**config.mk**
```make
export PLATFORM = sky130hd
export DESIGN_NAME = fetch_sequencer_dual
export DESIGN_NICKNAME = d
export VERILOG_FILES = /design/src/rtl/fetch_seq_pkg.sv /design/src/rtl/fetch_way_slot.sv /design/src/rtl/fetch_sequencer_dual.sv
export SDC_FILE = /design/constraint.sdc
export NUM_CORES = 1
export LEC_CHECK = 0
export ABC_AREA = 1
export CORE_ASPECT_RATIO = 1.1
export CORE_MARGIN = 1
export CORE_UTILIZATION = 49
export DETAILED_ROUTE_END_ITERATION = 7
export PLACE_DENSITY = 0.79
export SETUP_SLACK_MARGIN = 0.05
export SKIP_CTS_REPAIR_TIMING = 1
export SLEW_MARGIN = 25
export SYNTH_ARGS = -nofsm -noshare
export SYNTH_HDL_FRONTEND = slang
export SYNTH_SLANG_ARGS = --single-unit
```
**constraint.sdc**
```tcl
create_clock -name clk -period 1.6 [get_ports clk]
set_input_delay 0.4 -clock clk [delete_from_list [all_inputs] [get_ports clk]]
set_output_delay 0.4 -clock clk [all_outputs]
set_load 0.01 [all_outputs]
```
**src/rtl/fetch_seq_pkg.sv**
```systemverilog
// Shared types and constants for the dual-way fetch sequencer.
package fetch_seq_pkg;

  typedef enum logic {
    RUN   = 1'b0,
    FLUSH = 1'b1
  } fetch_seq_state_e;

  localparam int INST_BYTES = 4;
  localparam int NUM_WAYS   = 2;

  // Number of set bits in a two-way flag vector (0..2).
  function automatic logic [1:0] count_ones2(input logic [1:0] v);
    return {1'b0, v[0]} + {1'b0, v[1]};
  endfunction

endpackage

```
**src/rtl/fetch_way_slot.sv**
```systemverilog
// Per-way tracking slot: remembers the PC of the single request in flight
// for this way and registers the delivered instruction towards the way buffer.
module fetch_way_slot
  import fetch_seq_pkg::*;
#(
  parameter int ADDR_W = 32
) (
  input  logic              clk,
  input  logic              reset_n,
  input  logic              issue,       // request for this way granted this cycle
  input  logic [ADDR_W-1:0] issue_addr,  // PC of that request
  input  logic              retire,      // response for this way arrives this cycle
  input  logic              deliver,     // response is kept (not discarded)
  input  logic [ADDR_W-1:0] rdata,
  output logic              inflight,
  output logic              valid,
  output logic [ADDR_W-1:0] inst,
  output logic [ADDR_W-1:0] addr
);

  logic [ADDR_W-1:0] slot_addr;

  // Track the outstanding request and register a one-cycle delivery strobe.
  // Issue and retire never coincide on one way: issue is gated by inflight.
  always_ff @(posedge clk) begin
    if (!reset_n) begin
      inflight  <= 1'b0;
      slot_addr <= '0;
      valid     <= 1'b0;
      inst      <= '0;
      addr      <= '0;
    end else begin
      valid <= retire & deliver;
      if (issue) begin
        inflight  <= 1'b1;
        slot_addr <= issue_addr;
      end else if (retire) begin
        inflight <= 1'b0;
      end
      if (retire & deliver) begin
        inst <= rdata;
        addr <= slot_addr;
      end
    end
  end

endmodule

```
**src/rtl/fetch_sequencer_dual.sv**
```systemverilog
// Fetch-side controller for the dual-way front end.
// Owns the fetch PC, issues requests on the instruction-memory port and
// steers in-order responses alternately into way0 / way1.
//
// Memory handshake: mem_req_o is a valid, mem_gnt_i is its ready; a request
// transfers on a cycle where both are high. While waiting for the grant the
// request and mem_addr_o hold steady; the only exception is jump_i, which
// withdraws the request in the same cycle. mem_rvalid_i has no back-pressure.
//
// Optional build macro FETCH_SEQ_PERF_EN adds three 32-bit performance
// counters (grants, discarded responses, RUN stall cycles).
module fetch_sequencer_dual
  import fetch_seq_pkg::*;
#(
  parameter int              ADDR_W   = 32,
  parameter logic [ADDR_W-1:0] RESET_PC = 32'h8000_0000
) (
  input  logic                clk,
  input  logic                reset_n,
  input  logic                jump_i,
  input  logic [ADDR_W-1:0]   jump_addr_i,
  output logic                mem_req_o,
  output logic [ADDR_W-1:0]   mem_addr_o,
  input  logic                mem_gnt_i,
  input  logic                mem_rvalid_i,
  input  logic [ADDR_W-1:0]   mem_rdata_i,
  input  logic [1:0]          way_ready_i,
  output logic [1:0]          way_valid_o,
  output logic [2*ADDR_W-1:0] way_inst_o,
  output logic [2*ADDR_W-1:0] way_addr_o,
  output logic                busy_o,
  output fetch_seq_state_e    state_o,
  output logic [1:0]          drop_cnt_o
`ifdef FETCH_SEQ_PERF_EN
  ,
  output logic [31:0]         perf_issued_o,
  output logic [31:0]         perf_dropped_o,
  output logic [31:0]         perf_stall_o
`endif
);

  fetch_seq_state_e  state;
  logic [ADDR_W-1:0] pc;
  logic              next_way;
  logic              resp_way;
  logic [1:0]        drop_cnt;
  logic [1:0]        inflight;
  logic              grant;
  logic              discard;
  logic [1:0]        live_cnt;
  logic [ADDR_W-1:0] jump_target;

  assign mem_req_o  = (state == RUN) & ~jump_i & way_ready_i[next_way] & ~inflight[next_way];
  assign mem_addr_o = pc;
  assign grant      = mem_req_o & mem_gnt_i;

  // A response is thrown away while draining, or when a redirect lands on it.
  assign discard    = jump_i | (drop_cnt != 2'd0);

  // Requests still outstanding once this cycle's response (if any) retires.
  // No grant can happen in a jump cycle, so new issues never add to this.
  assign live_cnt   = count_ones2(inflight) - {1'b0, mem_rvalid_i};

  assign jump_target = jump_addr_i & ~ADDR_W'(INST_BYTES - 1);

  assign busy_o     = (state == FLUSH);
  assign state_o    = state;
  assign drop_cnt_o = drop_cnt;

  // PC, redirect/flush state machine, drop counter and way steering pointers.
  always_ff @(posedge clk) begin
    if (!reset_n) begin
      pc       <= RESET_PC;
      state    <= RUN;
      next_way <= 1'b0;
      resp_way <= 1'b0;
      drop_cnt <= 2'd0;
    end else begin
      if (grant) begin
        pc       <= pc + ADDR_W'(INST_BYTES);
        next_way <= ~next_way;
      end
      if (mem_rvalid_i) begin
        resp_way <= ~resp_way;
        if (drop_cnt != 2'd0) drop_cnt <= drop_cnt - 2'd1;
      end
      if (jump_i) begin
        pc <= jump_target;
        if (live_cnt == 2'd0) begin
          state    <= RUN;
          next_way <= 1'b0;
          resp_way <= 1'b0;
          drop_cnt <= 2'd0;
        end else begin
          state    <= FLUSH;
          drop_cnt <= live_cnt;
        end
      end else if ((state == FLUSH) && mem_rvalid_i && (drop_cnt == 2'd1)) begin
        // Last stale response gone: restart so the first new fetch hits way0.
        state    <= RUN;
        next_way <= 1'b0;
        resp_way <= 1'b0;
      end
    end
  end

  for (genvar w = 0; w < NUM_WAYS; w++) begin : g_way
    fetch_way_slot #(
      .ADDR_W(ADDR_W)
    ) u_slot (
      .clk       (clk),
      .reset_n   (reset_n),
      .issue     (grant & (next_way == 1'(w))),
      .issue_addr(pc),
      .retire    (mem_rvalid_i & (resp_way == 1'(w))),
      .deliver   (~discard),
      .rdata     (mem_rdata_i),
      .inflight  (inflight[w]),
      .valid     (way_valid_o[w]),
      .inst      (way_inst_o[w*ADDR_W +: ADDR_W]),
      .addr      (way_addr_o[w*ADDR_W +: ADDR_W])
    );
  end

`ifdef FETCH_SEQ_PERF_EN
  // Free-running event counters; they wrap naturally at 2^32.
  always_ff @(posedge clk) begin
    if (!reset_n) begin
      perf_issued_o  <= '0;
      perf_dropped_o <= '0;
      perf_stall_o   <= '0;
    end else begin
      if (grant)                  perf_issued_o  <= perf_issued_o + 32'd1;
      if (mem_rvalid_i & discard) perf_dropped_o <= perf_dropped_o + 32'd1;
      if ((state == RUN) & ~mem_req_o & ~jump_i)
                                  perf_stall_o   <= perf_stall_o + 32'd1;
    end
  end
`endif

endmodule

```
==> reports/metrics.cfg <==
[worst_setup_path]
arrival_ns=1.34
path_cells=inv_2, nand3_2, nand2_2, and2_1, buf_2
critPathKind=register to output port
worstPathRequired_ns=1.20
crit_fanout=3
worstPathBufferInverterCount=2
critPathTopFamily=flip-flops
cp_slowest_cell=dfxtp_2
worstSetupEndpointType=output port
cp_slowest_stage_delay_ns=0.32
worst_setup_path_start_kind=register

[logic_synthesis]
syn_inst=1255
synth-warning-count=0
ys_seq_area_share_pct=48.6
synth-seq-cells=223
synth_area_sq_um=9190
avgSynthCellArea_sq_um=7.33
synthDistinctLibCells=34

[pwr]
fin_total_pwr_mw=13.6
leakage_nw=8.08
powerDensity_nw_per_um2=941
peakVddDrop_uv=923

[floorplan]
die_area_sq_um=19300
rows=52
start_util_pct=49.9
die_y_microns=146
top_level_ports=238
die_w_microns=133
core_area_sq_um=18400

[finish]
n_antenna_cell=0
nNetsFinal=1632
layout-drive-gt1-share_pct=22.5
num-fill-cells=1190
synthToLayoutAreaGrowth_pct=57.7

[route]
antenna_left=0
vias_per_cell=5.25
wire_per_inst_microns=17.1
num_vias=9518
wirelength_microns=31000
remaining_drc_errors=0
drtIter0Drc=711
first_pass_iters=5

[timing]
maxClockFrequency_mhz=576
slew_violations=0
period_share_pct=108
fin_ws_ns=-0.136
setup-violations-final=33
min_period_ns=1.74
clock_skew_ns=0.0144
final_hold_viol_count=0
rsz0062_at_grt=true
hold_slack_ns=0.374
final.setup.tns_ns=-1.13

[grt]
grt_overflow=0
grt_max_degree=70
antenna_found_initial=1
grt_pass1_vias=8674
grt.total_usage_pct=27.3
grt_pass1_wl_microns=42500

[run_status]
status=finished, violations left
violations=negative setup slack

[job]
max-cap-violations=0

[clocking]
cts.sinks=223
clk_pin_slew_worst_paths_ns=0.06
clock_latency_ns=0.52
cts.htree.levels=1
cts_made_buffers=23
cts_root_buffer=clkbuf_16
clockBufferDepth=3
cts_tree=done

[place]
io_buffers=229
post-dp-hpwl_microns=19200
gp_congestion=0.910

[hold_path]
hp-class=input port to register

## metal layers
| layer | part of all wire (%) | up-vias | track usage [%] |
|---|---|---|---|
| met4 | 4.4 | 2 | 12.2 |
| met3 | 7.0 | 111 | 4.46 |
| met1 | 38 | 4400 | 31.2 |
| met2 | 51 | 420 | 49.6 |
| li1 | - | 4585 | - |
| met5 | 0.035 | - | 0 |
## synthesized netlist by cell type
cell / n / area share, %
nor2_1: 69 / 2.8
inv_1: 189 / 7.7
and2_1: 2 / 0.14
a22oi_1: 3 / 0.24
clkinv_1: 1 / 0.041
nand2_4: 1 / 0.12
o21a_1: 1 / 0.082
o211ai_1: 2 / 0.16
xnor2_1: 2 / 0.19
or2_2: 1 / 0.068
clkbuf_1: 41 / 1.7
buf_4: 11 / 0.90
nand3_1: 50 / 2.7
conb_1: 1 / 0.041
ha_1: 7 / 0.95
nand3b_1: 2 / 0.16
nand2_1: 230 / 9.4
o21ai_1: 10 / 0.54
buf_2: 25 / 1.4
inv_4: 1 / 0.068
nor2_2: 1 / 0.068
buf_6: 6 / 0.73
nand3_4: 1 / 0.19
dfxtp_1: 223 / 49
mux2i_1: 1 / 0.11
xor2_1: 3 / 0.29
a31oi_1: 2 / 0.14
o21ai_0: 158 / 8.6
nor3_1: 1 / 0.054
a21oi_2: 9 / 0.86
a21oi_1: 198 / 11
nand4_1: 1 / 0.068
nor2_4: 1 / 0.12
inv_2: 1 / 0.041
## logic make-up after synthesis
group                    share of synthesized area (%)
AND/OR/NAND/NOR                                   15.9
multiplexers                                     0.109
AO/OA/AOI/OAI                                     21.4
flip-flops                                        48.6
other                                           0.0408
XOR/XNOR                                         0.476
buffers and inverters                             12.5
adder cells (fa/ha/maj)                          0.953
## power breakdown
part           internal (mW)  total, mW  switching, mW
logic                  0.997       2.03           1.04
registers               5.84       6.07          0.232
clock network           3.32       5.54           2.22
## area by class of cell
type	instances	area (sq um)	area share, %
clock inverter	9	130	0.898
timing repair buffer	352	3950	27.2
clock buffer	31	646	4.45
tap	243	304	2.10
multi-input combinational	762	4190	28.9
sequential	223	4530	31.3
inverter	192	748	5.16
## final timing paths
kind / slack, ns / cells after the start / to / startpoint
hold / removal: 0.37 / 4 / g_way[1].u_slot.addr[6]$_SDFFE_PN0P_ / reset_n
setup reg to reg: -0.10 / 10 / g_way[0].u_slot.slot_addr[7]$_SDFFE_PN0P_ / g_way[1].u_slot.inflight$_SDFFE_PN0P_
hold reg to reg: 0.44 / 2 / g_way[1].u_slot.addr[5]$_SDFFE_PN0P_ / g_way[1].u_slot.addr[5]$_SDFFE_PN0P_
setup / recovery: -0.14 / 5 / mem_req_o / g_way[1].u_slot.inflight$_SDFFE_PN0P_
## worst register-to-register path, delay by kind of cell (launching register included)
kind | cells | cell delay (ns)
AND/OR/NAND/NOR | 6 | 0.76
flip-flops | 1 | 0.32
buffers and inverters | 4 | 0.51
## flip-flops by register name (all words and copies together) (netlist names)
signal / count
g_way.u_slot.inflight: 2
mem_addr_o: 30
g_way.u_slot.addr: 60
resp_way: 1
g_way.u_slot.slot_addr: 60
busy_o: 1
g_way.u_slot.inst: 64
next_way: 1
drop_cnt_o: 2
g_way.u_slot.valid: 2
## cell usage in the layout (no fill, tap or decap), types with 19 or more instances in the layout
master,instances
dlymetal6s2s_1,147
a21oi_1,156
a21oi_2,51
inv_1,178
clkbuf_16,29
dfxtp_2,19
nor2_1,52
nand2_1,202
clkdlybuf4s50_1,66
nand2_4,20
nand3_1,39
o21ai_0,142
dfxtp_1,192
buf_4,76
buf_6,26
## through the flow
step / instances / area [sq um] / util (%) / setup slack, ns
6_report: 1812 / 14500 / 78.7 / -0.136
3_3_place_gp: 1741 / 12200 / 66.5 / -0.506
3_5_place_dp: 1741 / 12200 / 66.5 / -0.591
5_1_grt: 1812 / 14500 / 78.7 / -0.192
4_1_cts: 1781 / 13000 / 70.7 / -0.616
2_1_floorplan: 1260 / 9210 / - / 0.0567
Power figures use the tool's default switching activity.
==> edit 1 (same flow settings) <==
The option `FETCH_SEQ_PERF_EN` is turned on by a define.
--- a/src/rtl/fetch_sequencer_dual.sv
+++ b/src/rtl/fetch_sequencer_dual.sv
@@ -9,6 +9,8 @@
 //
 // Optional build macro FETCH_SEQ_PERF_EN adds three 32-bit performance
 // counters (grants, discarded responses, RUN stall cycles).
+`define FETCH_SEQ_PERF_EN
+
 module fetch_sequencer_dual
   import fetch_seq_pkg::*;
 #(
Behaviour (old outputs only; new: perf_dropped_o, perf_issued_o and perf_stall_o): unchanged (equiv_simple and equiv_induct, registers matched by name and starting in step).
==> edit 1 against the unedited design <==
The run still ends with setup timing left. Area after synthesis up 61%. Final area up 55%. Sequential cell count up 96. Critical path depth up 1. Setup slack worse by 0.040 ns. Register-to-register slack better by 0.03 ns. Wire length up 70%. Total power up 39%. Critical path type unchanged. Critical endpoint unchanged.
==> edit 1: results (changes against the unedited design) <==
Post-detail-place hpwl: 34.58 mm (+80%)
Clock Latency Late Sink: 0.55 ns (+0.03 ns)
Sequential area share after synthesis: 0.4318 (-0.05373)
Met2 WL: 26.28 mm (+66%)
Failing checks: setup timing
Cell variety after synth: 32 (-5.9%)
DP Area: 0.01946 mm^2 (+59%)
DRT Pass-1 Iters: 6 (+1)
GR Layer Usage met2: 0.5273 (+0.03102)
Status: complete, but fails checks
Initial antenna violation count: 5 (+4)
Worst hold stages: 3 (-1)
Dpl cells: 3012 (+73%)
Final Skew: 0.03221 ns (+0.01781 ns)
Data arrival time of the worst path: 1.38 ns (+0.04 ns)
Hold WS: 0.2093 ns (-0.1644 ns)
Number of global-route vias before repair: 14790 (+71%)
Setup TNS: -0.6258 ns (+0.5082 ns)
DR vias: 16680 (+75%)
Commonest cells in the netlist: nand2_1, dfxtp_1, inv_1
Metal3 WL: 3.646 mm (+67%)
Met1 WL: 20.42 mm (+76%)
Setup slack after layout: -0.1754 ns (-0.03987 ns)
Final setup fails: 13 (-61%)
GRT met1 Usage: 0.3477 (+0.03553)
Global-route wire length before repair: 73.75 mm (+73%)
Largest net degree at the start of global routing: 100 (+43%)
WHS Endpoint: g_way[0].u_slot.addr[4]$_SDFFE_PN0P_
R2R Path End: busy_o$_SDFFE_PN0P_
First DRT Iteration DRCs: 1301 (+83%)
Level count of the clock H-tree: 2 (+1)
Post-Route WL: 52.70 mm (+70%)
Post-synthesis area per instance: 6.540 um^2 (-11%)
Total global-route track usage: 0.2954 (+0.02239)
GR met3 Demand/Resource: 0.05261 (+0.008025)
Routed vias/inst: 5.363 (+2.1%)
P_leak: 0.01229 uW (+52%)
Reg2reg setup slack: -0.07 ns (+0.03 ns)
NumNets Final: 2792 (+71%)
IO buf count: 325 (+42%)
Top cells by area, synth: dfxtp_1, nand2_1, a21oi_1
Routability congestion estimate from global placement: 0.9596 (+5.5%)
Setup WS pre-CTS: -0.6459 ns (-0.05496 ns)
[edit 1: cells by family after synthesis]
family / synth area share
AOI/OAI and AO/OA: 0.1634
xor gates and xnor gates: 0.01066
adders and majority gates: 0.008461
buffers and inverters: 0.1012
DFF: 0.4318
muxes: 0.0006769
other: 0.0002536
and+or+nand+nor: 0.2835
[edit 1: critical path, stage by stage, from the launching register on]
cell	delay, ns
dfxtp_4	0.35
inv_2	0.06
nand3_2	0.08
nand2_2	0.07
nand2_1	0.09
inv_1	0.07
clkbuf_2	0.12
[edit 1: area by class of cell]
type / instances / area [um^2]
Clock buffer: 48 / 994.7
Antenna cell: 1 / 2.502
Timing Repair Buffer: 510 / 5665
Multi-Input combinational cell: 1562 / 7574
Sequential cell: 319 / 6553
Clock inverter: 14 / 157.7
Fill cell: 2126 / 7153
Inverter: 283 / 1079
Tap cell: 374 / 467.9
[edit 1: where the power goes]
part	switching (uW)	total, uW	internal, uW
Clock	3400	8120	4720
Combinational	1280	2410	1130
Sequential	225	8470	8240
Total	4910	19000	14100
==> edit 2 (same settings) <==
Without the edit above. Put one more register stage on the output `drop_cnt_o`, cleared by the reset. The value now appears one clock later. The other outputs are not delayed to match.
--- a/src/rtl/fetch_sequencer_dual.sv
+++ b/src/rtl/fetch_sequencer_dual.sv
@@ -65,7 +65,13 @@
 
   assign busy_o     = (state == FLUSH);
   assign state_o    = state;
-  assign drop_cnt_o = drop_cnt;
+  always_ff @(posedge clk) begin
+    if (!reset_n) begin
+      drop_cnt_o <= '0;
+    end else begin
+      drop_cnt_o <= drop_cnt;
+    end
+  end
 
   // PC, redirect/flush state machine, drop counter and way steering pointers.
   always_ff @(posedge clk) begin
Check against the original RTL: not equivalent (Yosys sat finds a counterexample within 4 cycles, from zero or initial values and one cycle with reset_n low).
==> edit 2 against the unedited design <==
The flow still finishes with violations (setup timing). Largest cell class unchanged. Critical endpoint is now g_way[0].u_slot.slot_addr[14]$_SDFFE_PN0P_. Worst hold slack worse by 0.015 ns. Global-route usage up 0.31 points. Setup slack worse by 0.046 ns. Sequential cell count up 2. Total power down 1.0%. Area after synthesis about the same. Final area up 1.7%. Wire length up 8.7%. Cell count up 1.7%. Non-clock buffer count up 23.
==> edit 2: results (changes against the unedited design) <==
Total global-route track usage: 0.2761 (+0.003112)
NumNets Final: 1664 (+2.0%)
DRT Pass-1 Iters: 5 (unchanged)
Routed vias/inst: 5.411 (+3.0%)
Global-route wire length before repair: 42.94 mm (+0.99%)
Data arrival time of the worst path: 2.20 ns (+0.86 ns)
Commonest cells in the netlist: nand2_1, dfxtp_1, a21oi_1
Seq pwr share: 0.453 (+0.008)
Top cells by area, synth: dfxtp_1, a21oi_1, nand2_1
Async S/R FF share, synth: 0 (unchanged)
Hold WS: 0.3592 ns (-0.01454 ns)
Post-detail-place hpwl: 19.70 mm (+2.7%)
P_leak: 0.008108 uW (+0.31%)
HP Class: in -> reg
Final setup fails: 55 (+67%)
Drt wl/cell: 18.27 um (+6.8%)
Clock buffer depth: 3 (unchanged)
Sequential area share after synthesis: 0.4895 (+0.003889)
Initial antenna violation count: 0 (-1)
Filler-free cell count of the finished design: 1843 (+1.7%)
Max Transition Viols Final: 0 (unchanged)
Routability congestion estimate from global placement: 1.000 (+9.9%)
Slowest Stage Delay on Critical Path: 0.32 ns (about the same)
CP max stage cell: dfxtp_2
Logic pwr share: 0.166 (+0.017)
Clock Latency Late Sink: 0.51 ns
Top Registers: g_way.u_slot.inst (64), g_way.u_slot.addr (60), g_way.u_slot.slot_addr (60)
Worst hold stages: 6 (+2)
Pwr Density: 915.8 mW/mm^2 (-2.7%)
Setup WS pre-CTS: -0.4967 ns (+0.09430 ns)
IO buf count: 229 (unchanged)
Status: complete, but fails checks
Largest net degree at the start of global routing: 87 (+24%)
Hold Crit Start: reset_n
CP delay by family, top: simple AND/OR/NAND/NOR gates
R2R Path End: g_way[0].u_slot.slot_addr[14]$_SDFFE_PN0P_
Final Skew: 0.01302 ns (-0.001379 ns)
Sw Share: 0.2650 (+0.009618)
FILL cells: 1157 (-2.8%)
Mapped Cells: 1265 (+0.80%)
Number of global-route vias before repair: 8473 (-2.3%)
Clk slew on worst S/H paths: 0.07 ns
Crit Path Max Fanout: 8 (+5)
Level count of the clock H-tree: 1 (unchanged)
Cell variety after synth: 29 (-15%)
Worst r2r src: g_way[1].u_slot.inflight$_SDFFE_PN0P_
Setup TNS: -4.422 ns (-3.288 ns)
Worst IR drop on VDD: 821.7 uV (-11%)
DP Area: 0.01231 mm^2 (+0.50%)
First DRT Iteration DRCs: 798 (+12%)
R2R cell count: 10 (unchanged)
Num CTS Buffers: 22 (-4.3%)
Layout cells sized above 1: 0.2163 (-0.008734)
WHS Endpoint: mem_addr_o[31]$_SDFFE_PN1P_
Failing checks: setup timing
Setup slack after layout: -0.1815 ns (-0.04598 ns)
Root buffer cell: clkbuf_16
## edit 2: final cells by class
class	count	area, um^2	share of cell area
well taps	243	304.0	0.02062
clock buffers	33	643.1	0.04361
repair buffers	375	4265	0.2893
clock inverters	5	53.80	0.003649
multi-input cells	766	4143	0.2809
inverters	196	753.2	0.05108
flip-flops and latches	225	4583	0.3108
## edit 2: cells by family (layout without fill, tap and decap cells)
group / after synthesis / in the layout / share of synthesized area
adder cells (fa/ha/maj): 7 / 7 / 0.009517
other: 1 / 6 / 0.0004075
flip-flops: 225 / 225 / 0.4895
multiplexers: 1 / 1 / 0.001088
AO/OA/AOI/OAI: 380 / 380 / 0.2086
buffers and inverters: 280 / 609 / 0.1230
AND/OR/NAND/NOR: 365 / 366 / 0.1622
XOR/XNOR: 6 / 6 / 0.005710
## edit 2: worst max-delay path by stage
stage                                     startpoint                                         end  slack (ns)  depth (start not counted)
6_report       g_way[1].u_slot.inflight$_SDFFE_PN0P_  g_way[0].u_slot.slot_addr[14]$_SDFFE_PN0P_       -0.18                         10
5_1_grt        g_way[1].u_slot.inflight$_SDFFE_PN0P_   g_way[0].u_slot.slot_addr[7]$_SDFFE_PN0P_       -0.25                         10
4_1_cts        g_way[0].u_slot.inflight$_SDFFE_PN0P_                                   mem_req_o       -0.55                          6
3_5_place_dp                            mem_rvalid_i                    drop_cnt[1]$_SDFFE_PN0P_       -0.50                          8
3_3_place_gp                                  jump_i       g_way[1].u_slot.addr[19]$_SDFFE_PN0P_       -0.48                          7
2_1_floorplan                           mem_rvalid_i                    drop_cnt[1]$_SDFFE_PN0P_        0.09                          7
## edit 2: metal layers
metal,vias to the layer above,track usage,part of all wire
li1,4683,-,-
met1,4662,0.3378,0.38
met2,525,0.4861,0.50
met3,103,0.03657,0.073
met4,0,0.1155,0.048
met5,-,0,0
